==> src/rtl/als_pkg.sv <==
// Shared definitions for the ambient-light-sensor responder and its reader-side checker.
package als_pkg;

  localparam int FRAME_BITS   = 16;
  localparam int LEAD_ZEROS   = 3;
  localparam int SAMPLE_WIDTH = 8;

  typedef enum logic [1:0] {
    IDLE  = 2'd0,
    SHIFT = 2'd1,
    DONE  = 2'd2
  } als_state_e;

  // Frame is {lead zeros, sample, trailing zeros}; callers truncate to their frame width.
  function automatic logic [31:0] build_frame(input logic [SAMPLE_WIDTH-1:0] sample,
                                              input int frame_bits,
                                              input int lead_zeros);
    return {24'd0, sample} << (frame_bits - lead_zeros - SAMPLE_WIDTH);
  endfunction

endpackage

==> src/rtl/als_sync_edge.sv <==
// Multi-stage synchronizer with rise/fall pulses for one asynchronous input pin.
module als_sync_edge #(
  parameter int   SYNC_STAGES = 2,
  parameter logic RESET_VAL   = 1'b0
) (
  input  logic clk,
  input  logic rst_n,
  input  logic i_async,
  output logic o_level,
  output logic o_rise,
  output logic o_fall
);

  logic [SYNC_STAGES-1:0] r_sync;
  logic                   r_prev;
  logic [SYNC_STAGES:0]   r_vld;

  // NOTE: non-blocking assignments so every flop samples the pre-edge value of its neighbour.
  always_ff @(posedge clk or negedge rst_n) begin
    if (!rst_n) begin
      r_sync <= {SYNC_STAGES{RESET_VAL}};
      r_prev <= RESET_VAL;
      r_vld  <= '0;
    end else begin
      r_sync <= {r_sync[SYNC_STAGES-2:0], i_async};
      r_prev <= r_sync[SYNC_STAGES-1];
      r_vld  <= {r_vld[SYNC_STAGES-1:0], 1'b1};
    end
  end

  // Edges are only reported once both compared values are real pin samples,
  // so a level already present at reset release never looks like an edge.
  assign o_level = r_sync[SYNC_STAGES-1];
  assign o_rise  = r_vld[SYNC_STAGES] &  o_level & ~r_prev;
  assign o_fall  = r_vld[SYNC_STAGES] & ~o_level &  r_prev;

endmodule

==> src/rtl/als_responder.sv <==
// SPI responder emulating the ADC081S021 light sensor; define ALS_RESPONDER_RAMP_EN
// to source samples from an internal ramp instead of the host holding register.
module als_responder #(
  parameter int SYNC_STAGES = 2,
  parameter int FRAME_BITS  = als_pkg::FRAME_BITS,
  parameter int LEAD_ZEROS  = als_pkg::LEAD_ZEROS
) (
  input  logic       clk,
  input  logic       rst_n,
  input  logic [7:0] sample,
  input  logic       sample_valid,
  input  logic       ALS_CS,
  input  logic       ALS_SCK,
  output logic       ALS_SDO,
  output logic       ALS_SDO_OE,
  output logic       busy,
  output logic       frame_done,
  output logic       underrun
);
  import als_pkg::*;

  localparam logic [4:0] CNT_MAX = 5'(FRAME_BITS);

  logic w_cs_level, w_cs_rise, w_cs_fall;
  logic w_sck_level_unused, w_sck_rise, w_sck_fall;
  logic w_load, w_fresh;
  logic [7:0] w_sample;
  logic [FRAME_BITS-1:0] w_frame;

  als_state_e            r_state;
  logic [FRAME_BITS-1:0] r_shift;
  logic [4:0]            r_bit_cnt;
  logic r_armed, r_sdo, r_oe, r_busy, r_frame_done, r_underrun;

  als_sync_edge #(.SYNC_STAGES(SYNC_STAGES), .RESET_VAL(1'b1)) u_cs_sync (
    .clk(clk), .rst_n(rst_n), .i_async(ALS_CS),
    .o_level(w_cs_level), .o_rise(w_cs_rise), .o_fall(w_cs_fall));

  als_sync_edge #(.SYNC_STAGES(SYNC_STAGES), .RESET_VAL(1'b0)) u_sck_sync (
    .clk(clk), .rst_n(rst_n), .i_async(ALS_SCK),
    .o_level(w_sck_level_unused), .o_rise(w_sck_rise), .o_fall(w_sck_fall));

  assign w_load  = (r_state == IDLE) && w_cs_fall;
  assign w_frame = FRAME_BITS'(build_frame(w_sample, FRAME_BITS, LEAD_ZEROS));

`ifdef ALS_RESPONDER_RAMP_EN
  logic [7:0] r_ramp;
  logic       w_host_unused;

  assign w_host_unused = ^{sample, sample_valid};

  // Only completed frames advance the ramp; aborts never reach frame_done.
  always_ff @(posedge clk or negedge rst_n) begin
    if (!rst_n)            r_ramp <= 8'h00;
    else if (r_frame_done) r_ramp <= r_ramp + 8'd1;
  end

  assign w_sample = r_ramp;
  assign w_fresh  = 1'b1;
`else
  logic [7:0] r_hold;
  logic       r_fresh;

  // NOTE: the holding register is ordinary state, not a RAM, so it takes the async reset too.
  always_ff @(posedge clk or negedge rst_n) begin
    if (!rst_n) begin
      r_hold  <= 8'h00;
      r_fresh <= 1'b0;
    end else if (sample_valid) begin
      r_hold  <= sample;
      r_fresh <= 1'b1;
    end else if (w_load) begin
      r_fresh <= 1'b0;
    end
  end

  assign w_sample = r_hold;
  assign w_fresh  = r_fresh;
`endif

  always_ff @(posedge clk or negedge rst_n) begin
    if (!rst_n) begin
      r_state      <= IDLE;
      r_shift      <= '0;
      r_bit_cnt    <= '0;
      r_armed      <= 1'b0;
      r_sdo        <= 1'b0;
      r_oe         <= 1'b0;
      r_busy       <= 1'b0;
      r_frame_done <= 1'b0;
      r_underrun   <= 1'b0;
    end else begin
      r_frame_done <= 1'b0;
      r_underrun   <= 1'b0;
      if (w_cs_rise) begin
        r_state <= IDLE;
        r_oe    <= 1'b0;
        r_sdo   <= 1'b0;
        r_busy  <= 1'b0;
      end else begin
        case (r_state)
          IDLE: begin
            r_oe <= 1'b0;
            if (w_cs_fall) begin
              r_shift    <= w_frame;
              r_sdo      <= w_frame[FRAME_BITS-1];
              r_oe       <= 1'b1;
              r_busy     <= 1'b1;
              r_bit_cnt  <= '0;
              r_armed    <= 1'b0;
              r_underrun <= ~w_fresh;
              r_state    <= SHIFT;
            end
          end
          SHIFT: begin
            // A fall without a preceding rise is the idle-high leading edge; skip it.
            if (!w_cs_level && w_sck_rise) begin
              if (r_bit_cnt != CNT_MAX) r_bit_cnt <= r_bit_cnt + 5'd1;
              r_armed <= 1'b1;
              if (r_bit_cnt == CNT_MAX - 5'd1) begin
                r_frame_done <= 1'b1;
                r_sdo        <= 1'b0;
                r_state      <= DONE;
              end
            end else if (!w_cs_level && w_sck_fall && r_armed) begin
              r_shift <= r_shift << 1;
              r_sdo   <= r_shift[FRAME_BITS-2];
              r_armed <= 1'b0;
            end
          end
          DONE:    r_sdo   <= 1'b0;
          default: r_state <= IDLE;
        endcase
      end
    end
  end

  assign ALS_SDO    = r_sdo;
  assign ALS_SDO_OE = r_oe;
  assign busy       = r_busy;
  assign frame_done = r_frame_done;
  assign underrun   = r_underrun;

endmodule

==> config.mk <==
export PLATFORM = sky130hd
export DESIGN_NAME = als_responder
export DESIGN_NICKNAME = d
export VERILOG_FILES = /design/src/rtl/als_pkg.sv /design/src/rtl/als_sync_edge.sv /design/src/rtl/als_responder.sv
export SDC_FILE = /design/constraint.sdc
export NUM_CORES = 1
export LEC_CHECK = 0
export ABC_AREA = 1
export CORE_MARGIN = 2
export CORE_UTILIZATION = 50
export CTS_BUF_LIST = sky130_fd_sc_hd__clkbuf_16
export CTS_CLUSTER_DIAMETER = 50
export DETAILED_ROUTE_END_ITERATION = 8
export GPL_TIMING_DRIVEN = 0
export PLACE_DENSITY = 0.84
export SKIP_CTS_REPAIR_TIMING = 1
export SLEW_MARGIN = 20
export SYNTH_ARGS = -nofsm -noshare
export SYNTH_HDL_FRONTEND = slang
export SYNTH_SLANG_ARGS = --single-unit
==> constraint.sdc <==
create_clock -name clk -period 1.3 [get_ports clk]
set_input_delay 0.26 -clock clk [delete_from_list [all_inputs] [get_ports clk]]
set_output_delay 0.26 -clock clk [all_outputs]
set_load 0.02 [all_outputs]
After elaboration in Yosys (flattened, before gate mapping)
Cells that the tools add are included.

Add/subtract/negate cells: 1. Equal/unequal tests: 16. Mux-type cells: 37. Bitwise gates (word level): 14. Reductions and logical operators: 17.

Operator list (count): 2-to-1 mux 15 bit (3); case mux 15 bit (2 select lines) (1); 2-to-1 mux 1 bit (22); 2-to-1 mux 5 bit (3); AND reduction 4 bit (3); inequality test 2 bit (second input constant) (5); case mux 5 bit (2 select lines) (1); AND reduction 5 bit (2); inequality test 3 x 2 -> 1 bit (second input constant) (3); bitwise AND 1 bit (8); 2-to-1 mux 2 bit (4); inequality test 4 x 3 -> 1 bit (second input constant) (2); nonzero test 2 bit (4); NOT 1 bit (6); case mux 2 bit (3 select lines) (1); adder 5 x 1 -> 5 bit (second input constant) (1); equality test 5 x 4 -> 1 bit (second input constant) (1); inequality test 5 bit (second input constant) (1); logical AND 1 bit (4); nonzero test 4 bit (1); inequality test 3 bit (second input constant) (1); case mux 1 bit (3 select lines) (1); equality test 2 x 1 -> 1 bit (second input constant) (1); equality test 2 bit (second input constant) (1); 5 further kinds (5).

Flip-flop bits (word level): 49. Output and inout bits: 5. Logic and storage cells: 102.

Logic depth before layout (Yosys ltp)
Depth after elaboration: 9. Gate-level depth with buffers: 10. Gate-level depth less buffers: 10.

Modules after synthesis
From an unflattened synthesis, not the netlist that was laid out.

Cell total of the unflattened synthesis: 227. Area, all modules: 2001.9 µm².

By module, submodules not included: als_responder (instances 1, cells each 205, area each 1660.3 µm², sequential area each 800.8 µm²); als_sync_edge (u_cs_sync) (instances 1, cells each 11, area each 172.7 µm², sequential area each 153.9 µm²); als_sync_edge (u_sck_sync) (instances 1, cells each 11, area each 168.9 µm², sequential area each 150.1 µm²).

Least setup slack after synthesis
OpenSTA, ideal clock, no wires.

Path type: reg2reg. Start: register r_bit_cnt[0]. End: register r_sdo, in the netlist ALS_SDO. Setup time: 0.117 ns. Arrival time: 1.259 ns. Required time: 1.183 ns. Setup slack: -0.076 ns. Cell stages (with the launch flop): 11. Period minus slack after synthesis: 1.376 ns. Path through: dfrtp_1 > ha_1 > nand2_1 > nor2_1 > ha_1 > inv_1 > nand3_1 > nor2_1 > nor2_1 > nand3_1 > nand2_1.

Cells in the longest elaborated chain, start to end: 3.

RTL lines: from (decl) (line als_responder.sv:32) `logic [4:0] r_bit_cnt;`; from (signal assigned) (line als_responder.sv:118) `if (r_bit_cnt != CNT_MAX) r_bit_cnt <= r_bit_cnt + 5'd1;`; equality test 5 x 4 -> 1 bit (line als_responder.sv:120) `if (r_bit_cnt == CNT_MAX - 5'd1) begin`; inequality test 4 x 3 -> 1 bit (no source line); AND reduction 4 bit (no source line); to (signal assigned) (line als_responder.sv:106) `r_sdo <= w_frame[FRAME_BITS-1];`; to (signal assigned) (line als_responder.sv:127) `r_sdo <= r_shift[FRAME_BITS-2];`; to (decl) (line als_responder.sv:33) `logic r_armed, r_sdo, r_oe, r_busy, r_frame_done, r_underrun;`.

No other way between the ends. A chain may end at the register's enable or synchronous reset.

Final worst setup path
Start: register u_cs_sync.r_vld[2]. End: register r_bit_cnt[4].

Cells in the longest elaborated chain, start to end: 4. Elaborated cells on any way between the ends: 7. Classes of those cells: eq/ne (1); bitwise (5); reduce/logical (1).

RTL lines: from (decl) (line als_sync_edge.sv:16) `logic [SYNC_STAGES:0] r_vld;`; from (signal assigned) (line als_sync_edge.sv:27) `r_vld <= {r_vld[SYNC_STAGES-1:0], 1'b1};`; bitwise AND 1 bit (on tied branches) (2 in series) (line als_sync_edge.sv:35, als_sync_edge.sv:34); inequality test 2 bit (no source line) / NOT 1 bit (equally long branches); AND reduction 5 bit (no source line) *.

Every way passes the cells marked *; elsewhere a longest branch is shown, timed or not.

==> out/qor.json <==
{
  "grt_setup_unrepaired": "yes",
  "worst_min_delay_path_endpoint": "r_hold[7]",
  "cpPeakStageDelay_ps": 450,
  "fin_crit_sh_pct": 114,
  "post-route-min-period_ps": 1480,
  "setup_viol": 18,
  "worst-r2r-setup-slack_ps": -180,
  "die_y_um": 65.6,
  "synth.avg_cell_area_um2": 8.95,
  "synth_edf_count": 0,
  "fmax_mhz": 676,
  "async_flop_share_pct": 100,
  "dpl.cell_count": 277,
  "synth_top_cells_by_area": "sky130_fd_sc_hd__dfrtp_1, sky130_fd_sc_hd__nand2_1, sky130_fd_sc_hd__inv_1, sky130_fd_sc_hd__dfstp_2, sky130_fd_sc_hd__nand3_1",
  "fin_setup_tns_ps": -2570,
  "netlist_instances": 212,
  "port_buffers": 16,
  "hold-path-cell-count": 3,
  "synth_warnings": 0,
  "crit_fanout": 5,
  "max_cap_violations": 0,
  "route.detailed.wl_per_inst_um": 13.2,
  "stdcell_count": 299,
  "fp.coreArea_um2": 3660,
  "clockBufferDepth": 2,
  "tritoncts": "done",
  "number_of_vias_after_detailed_routing": 1498,
  "power.density_cell_area_nw_per_um2": 1440,
  "drive_above_1_share_pct": 29.5,
  "die-width_um": 65.6,
  "num-fill-cells": 254,
  "post-synth-top-count-cell": "sky130_fd_sc_hd__nand2_1",
  "finalMaxSlewViolations": 0,
  "power_leakage_nw": 1.28,
  "ys_seq_elements": 41,
  "reg2regPathDepth": 8,
  "worst_setup_path_start_kind": "flip-flop",
  "antenna_cells_inserted": 0,
  "synth-seq-area-share_pct": 54.3,
  "critPathArrivalTime_ps": 1680,
  "grt_pass1_vias": 1310,
  "drt-total-wl_um": 3950,
  "cp_common_cell": "sky130_fd_sc_hd__nand2_1",
  "critical-path-slowest-cell": "sky130_fd_sc_hd__dfrtp_1",
  "finalHoldViolCount": 0,
  "tritoncts_num_sinks": 41,
  "h-tree-depth": 2,
  "skew_ps": 2.59,
  "maximum_number_of_pins_on_one_net_before_global_route_repair": 32,
  "postSynthNetCount": 228,
  "global_route_wire_length_before_repair_um": 5610,
  "post-route-drc-count": 0,
  "critical_path.reg2reg.endpoint": "r_bit_cnt[4]",
  "worst_setup_hold_path_clk_slew_ps": 60,
  "post_dp_hpwl_um": 2290,
  "grt_antenna_before_repair": 0,
  "grt_usage_pct": 17.6,
  "area.growth.synth_to_final_pct": 32.8,
  "detail_route.first_pass.iterations": 4,
  "post_synth_num_cell_types": 28,
  "top_cells_by_count_synth": "sky130_fd_sc_hd__nand2_1, sky130_fd_sc_hd__dfrtp_1, sky130_fd_sc_hd__inv_1",
  "design.die.area_um2": 4300,
  "dp_slack_ps": -165,
  "yosysTopAreaCellShare_pct": 50.1,
  "worst_setup_end_kind": "flip-flop",
  "worstSetupPathType": "reg2reg",
  "clock_root_buffer": "sky130_fd_sc_hd__clkbuf_16",
  "critical_path_required_ps": 1500,
  "finalNetCount": 266,
  "hold_start": "sample_valid",
  "synth.cell_area_um2": 1900,
  "vdd_drop_max_mv": 0.965,
  "via_per_inst": 5.01,
  "worst_r2r_startpoint": "u_cs_sync.r_vld[2]",
  "gp_congestion": 0.862,
  "violated_checks": "negative setup slack",
  "io_pins": 18,
  "cts_inserted_buffers": 5,
  "grt_overflow_total": 0,
  "hold_path_class": "in2reg",
  "crit_path_cell_trace": "inv_1 > nor2_4 > nand2_1 > nand2_1 > o21ai_2 > nor2_4 > nand2_1 > o21ai_1",
  "clk-insertion-delay-late_ps": 280,
  "placement_rows": 22,
  "synth-main-ff-cell": "sky130_fd_sc_hd__dfrtp_1",
  "outcome": "finished, violations left",
  "ant_nets": 0,
  "start_util_pct": 51.8,
  "drt-initial-drc-count": 105,
  "synth_top_area_cell": "sky130_fd_sc_hd__dfrtp_1",
  "setup_slack_ps": -179
}
how the worst max path moves through the flow:
stage                              from           end  slack, ps  depth (start not counted)
finish               u_cs_sync.r_vld[2]  r_bit_cnt[4]       -180                          8
global route         u_cs_sync.r_vld[2]  r_bit_cnt[4]       -270                          8
CTS                                busy          busy       -210                          1
detailed placement  u_cs_sync.r_sync[1]   r_shift[13]       -160                          8
global placement                  rst_n  r_bit_cnt[0]       -980                          1
floorplan           u_cs_sync.r_sync[1]   r_shift[13]        -40                          8
routing by layer:
layer | share of wire [%] | track usage, % | wire, µm
met5 | 0 | 0 | 0
met1 | 41 | 20.2 | 1620
met4 | 1.0 | 7.55 | 40
met2 | 55 | 30.6 | 2150
met3 | 3.4 | 4.79 | 133
through the flow:
stage | instance area [µm²] | power, mW | hold slack [ps] | util [%]
2_1_floorplan | 1900 | 2.10 | -35.6 | -
6_report | 2520 | 3.63 | 338 | 68.8
3_5_place_dp | 2140 | 2.30 | 147 | 58.4
3_3_place_gp | 2120 | 2.26 | 332 | 58.0
5_1_grt | 2520 | 3.83 | 359 | 68.8
4_1_cts | 2280 | 3.52 | -155 | 62.4
cells by family after synthesis:
family,Yosys count,share of synthesized area [%]
and+or+nand+nor,108,26.2
DFF,41,54.3
AOI/OAI and AO/OA,27,9.43
adders and majority gates,3,1.98
other,1,0.198
xor gates and xnor gates,1,0.462
buffers and inverters,31,7.45
worst max-delay path: cells and delay by family, from the launching register on:
kind / cells / cell delay, ps
buf+inv: 1 / 110
flops: 1 / 450
compound gates: 2 / 200
simple gates: 5 / 640
cell usage in the layout (no fill, tap or decap), types with 2 or more instances in the layout:
cell and count:
sky130_fd_sc_hd__o21ai_2 8, sky130_fd_sc_hd__nor2_4 7, sky130_fd_sc_hd__nand2_2 11, sky130_fd_sc_hd__nand2_4 3, sky130_fd_sc_hd__dlymetal6s2s_1 5, sky130_fd_sc_hd__nand3_2 3
sky130_fd_sc_hd__nor2_1 13, sky130_fd_sc_hd__ha_2 2, sky130_fd_sc_hd__o21ai_0 10, sky130_fd_sc_hd__inv_2 4, sky130_fd_sc_hd__buf_12 2, sky130_fd_sc_hd__clkinvlp_4 3
sky130_fd_sc_hd__dfrtp_1 37, sky130_fd_sc_hd__clkbuf_16 6, sky130_fd_sc_hd__buf_4 7, sky130_fd_sc_hd__dfstp_2 3, sky130_fd_sc_hd__nand2_1 53, sky130_fd_sc_hd__buf_6 5
sky130_fd_sc_hd__clkdlybuf4s50_1 10, sky130_fd_sc_hd__o21ai_1 6, sky130_fd_sc_hd__nand3_1 13, sky130_fd_sc_hd__nor2_2 3, sky130_fd_sc_hd__inv_1 22, sky130_fd_sc_hd__buf_2 2
layout make-up:
class                           instances  area [µm²]  area share (%)
Inverter                               27         104            4.12
Clock buffer                            5         125            4.97
Tap cell                               48        60.1            2.38
Multi-Input combinational cell        141         817            32.4
Sequential cell                        41        1030            40.9
Buffer                                  4        40.0            1.59
Timing Repair Buffer                   30         320            12.7
Clock inverter                          3        22.5           0.894
sequential cells by signal, summed over array words and instances, names as in the netlist, 2 cells and up:
| name | cells |
|---|---|
| u_cs_sync.r_sync | 2 |
| u_sck_sync.r_sync | 2 |
| r_hold | 8 |
| r_shift | 10 |
| u_sck_sync.r_vld | 2 |
| r_bit_cnt | 5 |
| r_state | 2 |
report_power, final:
part	switching, mW	internal [mW]
combinational	0.428	0.347
sequential	0.137	1.50
clock	0.502	0.710
No activity file was read; power rests on OpenSTA's default activity.
==> RTL change, RTL diff (same settings) <==
Build with the macro `ALS_RESPONDER_RAMP_EN` defined.
--- a/src/rtl/als_responder.sv
+++ b/src/rtl/als_responder.sv
@@ -2,2 +2,4 @@
 // to source samples from an internal ramp instead of the host holding register.
+`define ALS_RESPONDER_RAMP_EN
+
 module als_responder #(
Behaviour: not the same (a bounded check fails within 10 cycles, from zero or initial values and one cycle with rst_n low).
==> RTL change against the unedited design <==
Largest cell class is now multi-input combinational cells; worst setup slack worse by 0.00093 ns; wire length is 15% higher; cell count up 2.0%; design area up 3.5%; critical path type unchanged; sequential cell count is 2 lower; the flow still finishes with violations (setup timing); area after synthesis is 0.66% higher.
Power is not compared: it rests on default switching activity, and its combinational part moved more than twofold at a synthesized area within 25%.
==> RTL change: results (changes against the unedited design) <==
metric	value	unit	change
worst hold start	u_cs_sync.r_vld[0]		
critical path arrival	1.65	ns	-0.03 ns
complex-gate fraction of the synthesized area	2.29	%	-7.1 points
outcome	complete, but fails checks		
Final setup viols	19		+1
hold path endpoint	u_sck_sync.r_vld[1]		
start of the worst register-to-register path	r_state[0]		
placed instance area	0.00207	mm2	-3.3%
pre-CTS WS	-0.301	ns	-0.136 ns
first-pass GRT wire length	6.20	mm	+11%
top cells by count, synth	nand2_1 (80), dfrtp_1 (36), nand3_1 (25)		
Area contributors post-synth	dfrtp_1 (47%), nand2_1 (16%), nand3_1 (6.6%)		
total track usage	19.0	%	+1.5 points
setup ws final	-0.180	ns	-0.000933 ns
setup tns final	-2.80	ns	-0.229 ns
total power	4.67	mW	
XOR/XNOR Fraction of Synth Area	2.75	%	+2.3 points
Yosys cell types	25		-11%
Layout Skew	0.00632	ns	+0.00372 ns
cell count after synthesis	224		+5.7%
M2 GR Usage	29.7	%	-0.94 points
vias in the first global route	1407		+7.4%
IO Port Bufs	7		-9
critical path peak fanout	8		+3
area share of fa/ha/maj cells after synthesis	4.59	%	+2.6 points
M1 GR Usage	24.8	%	+4.6 points
Vias	1580		+5.5%
failing checks	setup timing		
Detailed Route WL	4.52	mm	+15%
hpwl dp	2.40	mm	+4.9%
## RTL change: layout make-up
type	count	share of cell area (%)
multi-input combinational	158	38.8
sequential	39	37.7
timing repair buffer	25	9.93
clock buffer	5	4.80
inverter	22	3.45
tap	48	2.30
buffer	5	2.21
clock inverter	3	0.768
## RTL change: logic make-up (layout without fill, tap and decap cells)
group                    after synthesis  in the layout
AND/OR/NAND/NOR                      135            135
flip-flops                            39             39
buffers and inverters                 27             60
AO/OA/AOI/OAI                          8              8
adder cells (fa/ha/maj)                7              7
XOR/XNOR                               6              6
other                                  2              2
## RTL change: critical path: stages, from the launching register on
cell and delay (ns):
dfrtp_2 0.44, inv_2 0.10, ha_4 0.18, o21ai_4 0.09, nor2_8 0.22, nand2_4 0.09
buf_6 0.15, nand2_1 0.05, nand2_1 0.05
## RTL change: metal layers
metal  vias up  wire length [um]
met3        11               115
met2        33              2430
li1        771                 -
met1       765              1860
met5         -                 0
met4         0               117
